<file path="src/rtl/stage_id_pkg.sv">
// Shared decode definitions for the ID stage: opcodes, functs, ALU op encodings, control word.
package stage_id_pkg;

   localparam int unsigned CTRL_W = 12;

   localparam logic [5:0] OP_RTYPE = 6'h00;
   localparam logic [5:0] OP_J     = 6'h02;
   localparam logic [5:0] OP_BEQ   = 6'h04;
   localparam logic [5:0] OP_BNE   = 6'h05;
   localparam logic [5:0] OP_ADDI  = 6'h08;
   localparam logic [5:0] OP_SLTI  = 6'h0A;
   localparam logic [5:0] OP_ANDI  = 6'h0C;
   localparam logic [5:0] OP_ORI   = 6'h0D;
   localparam logic [5:0] OP_LW    = 6'h23;
   localparam logic [5:0] OP_SW    = 6'h2B;

   localparam logic [5:0] FN_SLL = 6'h00;
   localparam logic [5:0] FN_SRL = 6'h02;
   localparam logic [5:0] FN_ADD = 6'h20;
   localparam logic [5:0] FN_SUB = 6'h22;
   localparam logic [5:0] FN_AND = 6'h24;
   localparam logic [5:0] FN_OR  = 6'h25;
   localparam logic [5:0] FN_SLT = 6'h2A;

   typedef enum logic [3:0] {
      ALU_NONE = 4'd0,
      ALU_ADD  = 4'd1,
      ALU_SUB  = 4'd2,
      ALU_AND  = 4'd3,
      ALU_OR   = 4'd4,
      ALU_SLT  = 4'd5,
      ALU_SLL  = 4'd6,
      ALU_SRL  = 4'd7
   } alu_op_t;

   // Field order is the ID/EX control word layout, MSB first.
   typedef struct packed {
      logic    is_jump;
      logic    branch_eq;
      logic    branch_ne;
      logic    reg_write;
      logic    mem_read;
      logic    mem_write;
      logic    alu_src;
      logic    reg_dst;
      alu_op_t alu_op;
   } ctrl_t;

   function automatic ctrl_t decode(input logic [31:0] instr);
      ctrl_t c;
      c = '0;
      case (instr[31:26])
         OP_RTYPE: begin
            case (instr[5:0])
               FN_ADD:  c.alu_op = ALU_ADD;
               FN_SUB:  c.alu_op = ALU_SUB;
               FN_AND:  c.alu_op = ALU_AND;
               FN_OR:   c.alu_op = ALU_OR;
               FN_SLT:  c.alu_op = ALU_SLT;
               FN_SLL:  c.alu_op = ALU_SLL;
               FN_SRL:  c.alu_op = ALU_SRL;
               default: c.alu_op = ALU_NONE;
            endcase
            // Unknown funct leaves the whole word zero, same as an unknown opcode.
            c.reg_write = (c.alu_op != ALU_NONE);
            c.reg_dst   = (c.alu_op != ALU_NONE);
         end
         OP_ADDI: begin c.reg_write = 1'b1; c.alu_src = 1'b1; c.alu_op = ALU_ADD; end
         OP_ANDI: begin c.reg_write = 1'b1; c.alu_src = 1'b1; c.alu_op = ALU_AND; end
         OP_ORI:  begin c.reg_write = 1'b1; c.alu_src = 1'b1; c.alu_op = ALU_OR;  end
         OP_SLTI: begin c.reg_write = 1'b1; c.alu_src = 1'b1; c.alu_op = ALU_SLT; end
         OP_LW: begin
            c.reg_write = 1'b1; c.mem_read = 1'b1; c.alu_src = 1'b1; c.alu_op = ALU_ADD;
         end
         OP_SW:   begin c.mem_write = 1'b1; c.alu_src = 1'b1; c.alu_op = ALU_ADD; end
         OP_BEQ:  begin c.branch_eq = 1'b1; c.alu_op = ALU_SUB; end
         OP_BNE:  begin c.branch_ne = 1'b1; c.alu_op = ALU_SUB; end
         OP_J:    c.is_jump = 1'b1;
         default: c = '0;
      endcase
      return c;
   endfunction

   function automatic logic uses_rt(input logic [5:0] op);
      return (op == OP_RTYPE) || (op == OP_SW) || (op == OP_BEQ) || (op == OP_BNE);
   endfunction

endpackage

</file>
<file path="src/rtl/stage_id_reg_file.sv">
// Register file: 2 combinational reads, 1 posedge write, r0 hardwired to zero.
// ID_WB_BYPASS_EN: a same-cycle write to the read register is forwarded to the read port.
module stage_id_reg_file #(
   parameter int unsigned DATA_W = 32,
   parameter int unsigned ADDR_W = 5,
   parameter int unsigned COUNT  = 32
) (
   input  logic              clock,
   input  logic              reset,
   input  logic [ADDR_W-1:0] rd_addr_a,
   input  logic [ADDR_W-1:0] rd_addr_b,
   output logic [DATA_W-1:0] rd_data_a,
   output logic [DATA_W-1:0] rd_data_b,
   input  logic              wr_en,
   input  logic [ADDR_W-1:0] wr_addr,
   input  logic [DATA_W-1:0] wr_data
);

   logic [DATA_W-1:0] regs [COUNT];

   always_ff @(posedge clock or posedge reset) begin
      if (reset) begin
         for (int unsigned i = 0; i < COUNT; i++) regs[i] <= '0;
      end else if (wr_en && wr_addr != '0) begin
         regs[wr_addr] <= wr_data;
      end
   end

   always_comb begin
      rd_data_a = (rd_addr_a == '0) ? '0 : regs[rd_addr_a];
      rd_data_b = (rd_addr_b == '0) ? '0 : regs[rd_addr_b];
`ifdef ID_WB_BYPASS_EN
      if (wr_en && wr_addr != '0 && wr_addr == rd_addr_a) rd_data_a = wr_data;
      if (wr_en && wr_addr != '0 && wr_addr == rd_addr_b) rd_data_b = wr_data;
`endif
   end

endmodule

</file>
<file path="src/rtl/stage_id.sv">
// MIPS instruction-decode stage: register read, control decode, load-use hazard, ID/EX register.
// Define ID_WB_BYPASS_EN to forward same-cycle write-back data into the register reads.
module stage_id
   import stage_id_pkg::*;
#(
   parameter int unsigned DATA_W     = 32,
   parameter int unsigned REG_ADDR_W = 5,
   parameter int unsigned REG_COUNT  = 32
) (
   input  logic                  clock,
   input  logic                  reset,
   input  logic [DATA_W-1:0]     instruction,
   input  logic [DATA_W-1:0]     iadd,
   input  logic                  nop_in,
   input  logic                  flush,
   input  logic                  ex_mem_read,
   input  logic [REG_ADDR_W-1:0] ex_rt,
   input  logic                  wb_write_en,
   input  logic [REG_ADDR_W-1:0] wb_reg,
   input  logic [DATA_W-1:0]     wb_data,
   output logic                  stall,
   output logic [DATA_W-1:0]     id_rs_data,
   output logic [DATA_W-1:0]     id_rt_data,
   output logic [DATA_W-1:0]     id_imm,
   output logic [REG_ADDR_W-1:0] id_rs,
   output logic [REG_ADDR_W-1:0] id_rt,
   output logic [REG_ADDR_W-1:0] id_rd,
   output logic [DATA_W-1:0]     id_npc,
   output logic [DATA_W-1:0]     id_jump_addr,
   output logic [CTRL_W-1:0]     id_ctrl,
   output logic                  id_nop
);

   logic [5:0]            opcode;
   logic [REG_ADDR_W-1:0] rs, rt, rd;
   logic [DATA_W-1:0]     rs_data, rt_data, imm_ext;
   ctrl_t                 ctrl;
   logic                  bubble;

   assign opcode  = instruction[31:26];
   assign rs      = instruction[21 +: REG_ADDR_W];
   assign rt      = instruction[16 +: REG_ADDR_W];
   assign rd      = instruction[11 +: REG_ADDR_W];
   assign imm_ext = {{(DATA_W-16){instruction[15]}}, instruction[15:0]};
   assign ctrl    = decode(instruction);

   stage_id_reg_file #(
      .DATA_W (DATA_W),
      .ADDR_W (REG_ADDR_W),
      .COUNT  (REG_COUNT)
   ) u_reg_file (
      .clock     (clock),
      .reset     (reset),
      .rd_addr_a (rs),
      .rd_addr_b (rt),
      .rd_data_a (rs_data),
      .rd_data_b (rt_data),
      .wr_en     (wb_write_en),
      .wr_addr   (wb_reg),
      .wr_data   (wb_data)
   );

   // The id_nop term ends a stall after one cycle: the bubble it inserts is in EX next cycle.
   assign stall = ex_mem_read & ~id_nop & (ex_rt != '0)
                & ((ex_rt == rs) | ((ex_rt == rt) & uses_rt(opcode)))
                & ~nop_in & ~flush;

   assign bubble = nop_in | flush | stall;

   always_ff @(posedge clock or posedge reset) begin
      if (reset) begin
         id_rs_data   <= '0;
         id_rt_data   <= '0;
         id_imm       <= '0;
         id_rs        <= '0;
         id_rt        <= '0;
         id_rd        <= '0;
         id_npc       <= '0;
         id_jump_addr <= '0;
         id_ctrl      <= '0;
         id_nop       <= 1'b1;
      end else begin
         id_rs_data   <= rs_data;
         id_rt_data   <= rt_data;
         id_imm       <= imm_ext;
         id_rs        <= rs;
         id_rt        <= rt;
         id_rd        <= rd;
         id_npc       <= iadd + DATA_W'(1);
         id_jump_addr <= {iadd[DATA_W-1:26], instruction[25:0]};
         id_ctrl      <= '0;
         if (!bubble) id_ctrl <= ctrl;
         id_nop       <= bubble;
      end
   end

endmodule

</file>
<file path="config.mk">
export PLATFORM = sky130hd
export DESIGN_NAME = stage_id
export DESIGN_NICKNAME = d
export VERILOG_FILES = /design/src/rtl/stage_id_pkg.sv /design/src/rtl/stage_id_reg_file.sv /design/src/rtl/stage_id.sv
export SDC_FILE = /design/constraint.sdc
export NUM_CORES = 2
export LEC_CHECK = 0
export ABC_AREA = 1
export ABC_CLOCK_PERIOD_IN_PS = 38100
export BUFFER_PORTS_ARGS = -buffer_cell sky130_fd_sc_hd__buf_4
export CAP_MARGIN = 30
export CORE_MARGIN = 2
export CORE_UTILIZATION = 35
export DETAILED_ROUTE_END_ITERATION = 6
export GPL_TIMING_DRIVEN = 1
export HOLD_SLACK_MARGIN = 0.02
export PLACE_DENSITY = 0.48
export SLEW_MARGIN = 15
export SYNTH_ARGS = -nofsm -noshare
export SYNTH_HDL_FRONTEND = slang
export SYNTH_SLANG_ARGS = --single-unit
</file>
<file path="constraint.sdc">
create_clock -name clock -period 38.1 [get_ports clock]
set_input_delay 1.905 -clock clock [delete_from_list [all_inputs] [get_ports clock]]
set_output_delay 1.905 -clock clock [all_outputs]
set_load 0.02 [all_outputs]
</file>
==> results.py <==
metrics = {
    "clocking": {
        "cts_made_buffers": 140,
        "htree_levels": 4,
        "cts-root-buf": "clkbuf_16",
        "ctsResizeCount": 0,
        "clock_latency_ps": 790,
        "postCtsSetupRepairBufs": 0,
        "cts_tree": "yes",
        "cts_buffer_depth": 3,
        "clkTransAtPathRegs_ps": 50,
        "clock_sinks": 1164,
        "cts_hold_buf": 0,
    },
    "pwr": {
        "p_comb_frac": 0.186,
        "p_switching_uw": 1190,
        "switching_share": 0.315,
        "power_leakage_uw": 0.0333,
        "clkPwrFrac": 0.378,
        "internal_power_uw": 2590,
        "power_uw": 3780,
        "power-per-cell-area_mw_per_mm2": 53.5,
        "pwr-share-seq": 0.436,
        "peakVddDrop_mv": 0.0463,
    },
    "drt": {
        "antenna_left": 0,
        "drt-total-wl_um": 267000,
        "avgViaCountPerCell": 5.47,
        "wl_per_cell_um": 24.3,
        "vias": 60100,
        "drt_iter0_drc": 6604,
        "drc": 0,
        "dr.pass1.iters": 6,
    },
    "finish": {
        "layout_commonest_cell": "nand2_1",
        "areaGrowthSynthToFinish_pct": 14.3,
        "layout_common_cells": "3,252 x nand2_1, 1,403 x nand3_1, 1,163 x dfrtp_1",
        "nets": 8656,
        "layout-drive-gt1-share": 0.0833,
    },
    "synthesis": {
        "synth_cell_types": 29,
        "ys_seq_area_frac": 0.472,
        "avgSynthCellArea_um2": 7.04,
        "ys_warn_count": 0,
        "syn-num-nets": 8880,
        "netlist_area_mm2": 0.0617,
        "ys_ff_latch": 1164,
        "syn_inst": 8767,
    },
    "die": {
        "coreArea_mm2": 0.176,
        "pin_count": 301,
        "dieArea_mm2": 0.180,
        "fp-row-count": 154,
        "die_y_um": 424,
        "die_w_um": 424,
        "start_util": 0.351,
    },
    "setup_path": {
        "slowest_stage": "buf_4",
        "worstPathCellList": "buf_4 -> inv_2 -> nand2_1 -> nand2_1 -> nand3_1 -> nor2_1 -> nand2_1 -> nand2_1 -> nand2_1 -> inv_1 -> buf_4",
        "required_ps": 36190,
        "cp_num_buf_inv": 4,
        "critical-path-top-delay-family": "buffers and inverters",
        "arrival_ps": 4200,
        "crit_type": "input pin to primary output",
        "critPathLaunchType": "input pin",
        "cp_max_fo": 35,
        "slowest_delay_ps": 760,
        "cp_common_cell": "nand2_1",
        "crit_path_end_kind": "primary output",
    },
    "timing": {
        "setup_ws_ps": 31990,
        "min_period_ps": 6110,
        "max_slew_margin": 0.290,
        "maxSlewViolCount": 0,
        "fin_skew_ps": 26.1,
        "max_freq_ghz": 0.164,
        "setup_violations": 0,
        "finalSetupTns_ps": 0,
        "tightest_slew_ps": 1060,
        "hold_violations": 0,
        "grt_setup_unrepaired": "no",
        "fin_crit_sh": 0.160,
    },
    "run_status": {
        "status": "finished clean",
    },
    "global_route": {
        "grt_pass1_wl_um": 392000,
        "antenna_found_initial": 4,
        "grt_use_total": 0.292,
        "grt_start_max_net_pins": 172,
        "grt_remaining_overflow": 0,
        "grt_pass1_vias": 56800,
    },
    "placed_design": {
        "portBuffers": 299,
        "dpl.hpwl_um": 144000,
        "pre_cts_ws_ps": 32090,
        "place.gp.congestion": 0.872,
    },
    "job": {
        "cap_violations": 0,
    },
    "worst_hold_path": {
        "hp-class": "register to register",
    },
}
==> layout make-up <==
type / count / area (um2)
fill: 18300 / 105000
sequential: 1164 / 29100
multi-input combinational: 6671 / 28900
clock buffer: 214 / 4300
timing repair buffer: 444 / 4180
tap: 2340 / 2930
clock inverter: 36 / 546
inverter: 122 / 517
antenna: 4 / 10.0
==> stage by stage <==
stage          area [um2]  std cells  utilization  hold WS (ps)
5_1_grt             70500      11000        0.401           410
3_3_place_gp        64700      10700        0.368           386
6_report            70500      11000        0.401           400
3_5_place_dp        65200      10700        0.371           390
2_1_floorplan       61700       8767            -           451
4_1_cts             70000      11000        0.398           402
==> synthesized netlist by cell type, drive strengths merged <==
cell type     n  area (um2)
or2           1        6.26
ha            1        12.5
a21oi       427        2140
o21ai       810        4050
nor3b         3        22.5
conb          1        3.75
xnor2        15         131
nand2      3273       12300
buf         262        1350
dfrtp      1163       29100
nor2        675        2580
and3b         1        8.76
clkbuf      548        2060
nand3      1405        7030
dfstp         1        26.3
inv         115         432
nor3         26         160
clkinv        7        26.3
nand4         8        50.1
and3          1        6.26
xor2         23         201
nor4          1        21.3
==> registers in the layout, indices dropped and copies added (netlist names) <==
signal           count
u_reg_file.regs   1024
id_npc              32
id_rt_data          32
id_nop               1
id_rs_data          32
id_ctrl             11
id_jump_addr        32
==> logic make-up after synthesis <==
| family | Yosys count | synth area share |
|---|---|---|
| compound gates | 1237 | 0.100 |
| buf+inv | 932 | 0.0626 |
| xor+xnor | 38 | 0.00539 |
| other cells | 1 | 0.0000608 |
| simple gates | 5394 | 0.359 |
| flops | 1164 | 0.472 |
| fa+ha+maj | 1 | 0.000203 |
==> power groups by stage <==
stage	combinational (uW)	clock, uW	sequential (uW)
floorplan	491	0	1630
global placement	679	0	1660
detailed placement	695	0	1660
CTS	696	1450	1640
global route	803	1500	1670
finish	703	1430	1650
==> per-layer routing <==
metal	up-vias	share of wire	global-route usage	wire length, um
met2	2551	0.45	0.464	120000
met1	29200	0.44	0.398	116000
met5	-	0.000049	0	13
met3	466	0.073	0.0446	19500
li1	27900	-	-	-
met4	2	0.041	0.114	10900
==> path summary, 6_finish.rpt <==
| check | cells after the start | startpoint | endpoint | slack (ps) |
|---|---|---|---|---|
| setup / recovery | 11 | instruction[20] | stall | 31990 |
| hold / removal | 0 | u_reg_file.regs[999] | u_reg_file.regs[999] | 400 |
| setup reg to reg | 8 | u_reg_file.regs[247] | id_rs_data[23] | 36490 |
| hold reg to reg | 0 | u_reg_file.regs[999] | u_reg_file.regs[999] | 400 |
| max in group asynchronous | 5 | reset | u_reg_file.regs[421] | 33720 |
| min in group asynchronous | 2 | reset | u_reg_file.regs[912] | 1250 |
Note: power is estimated with default switching activity, not from simulation.
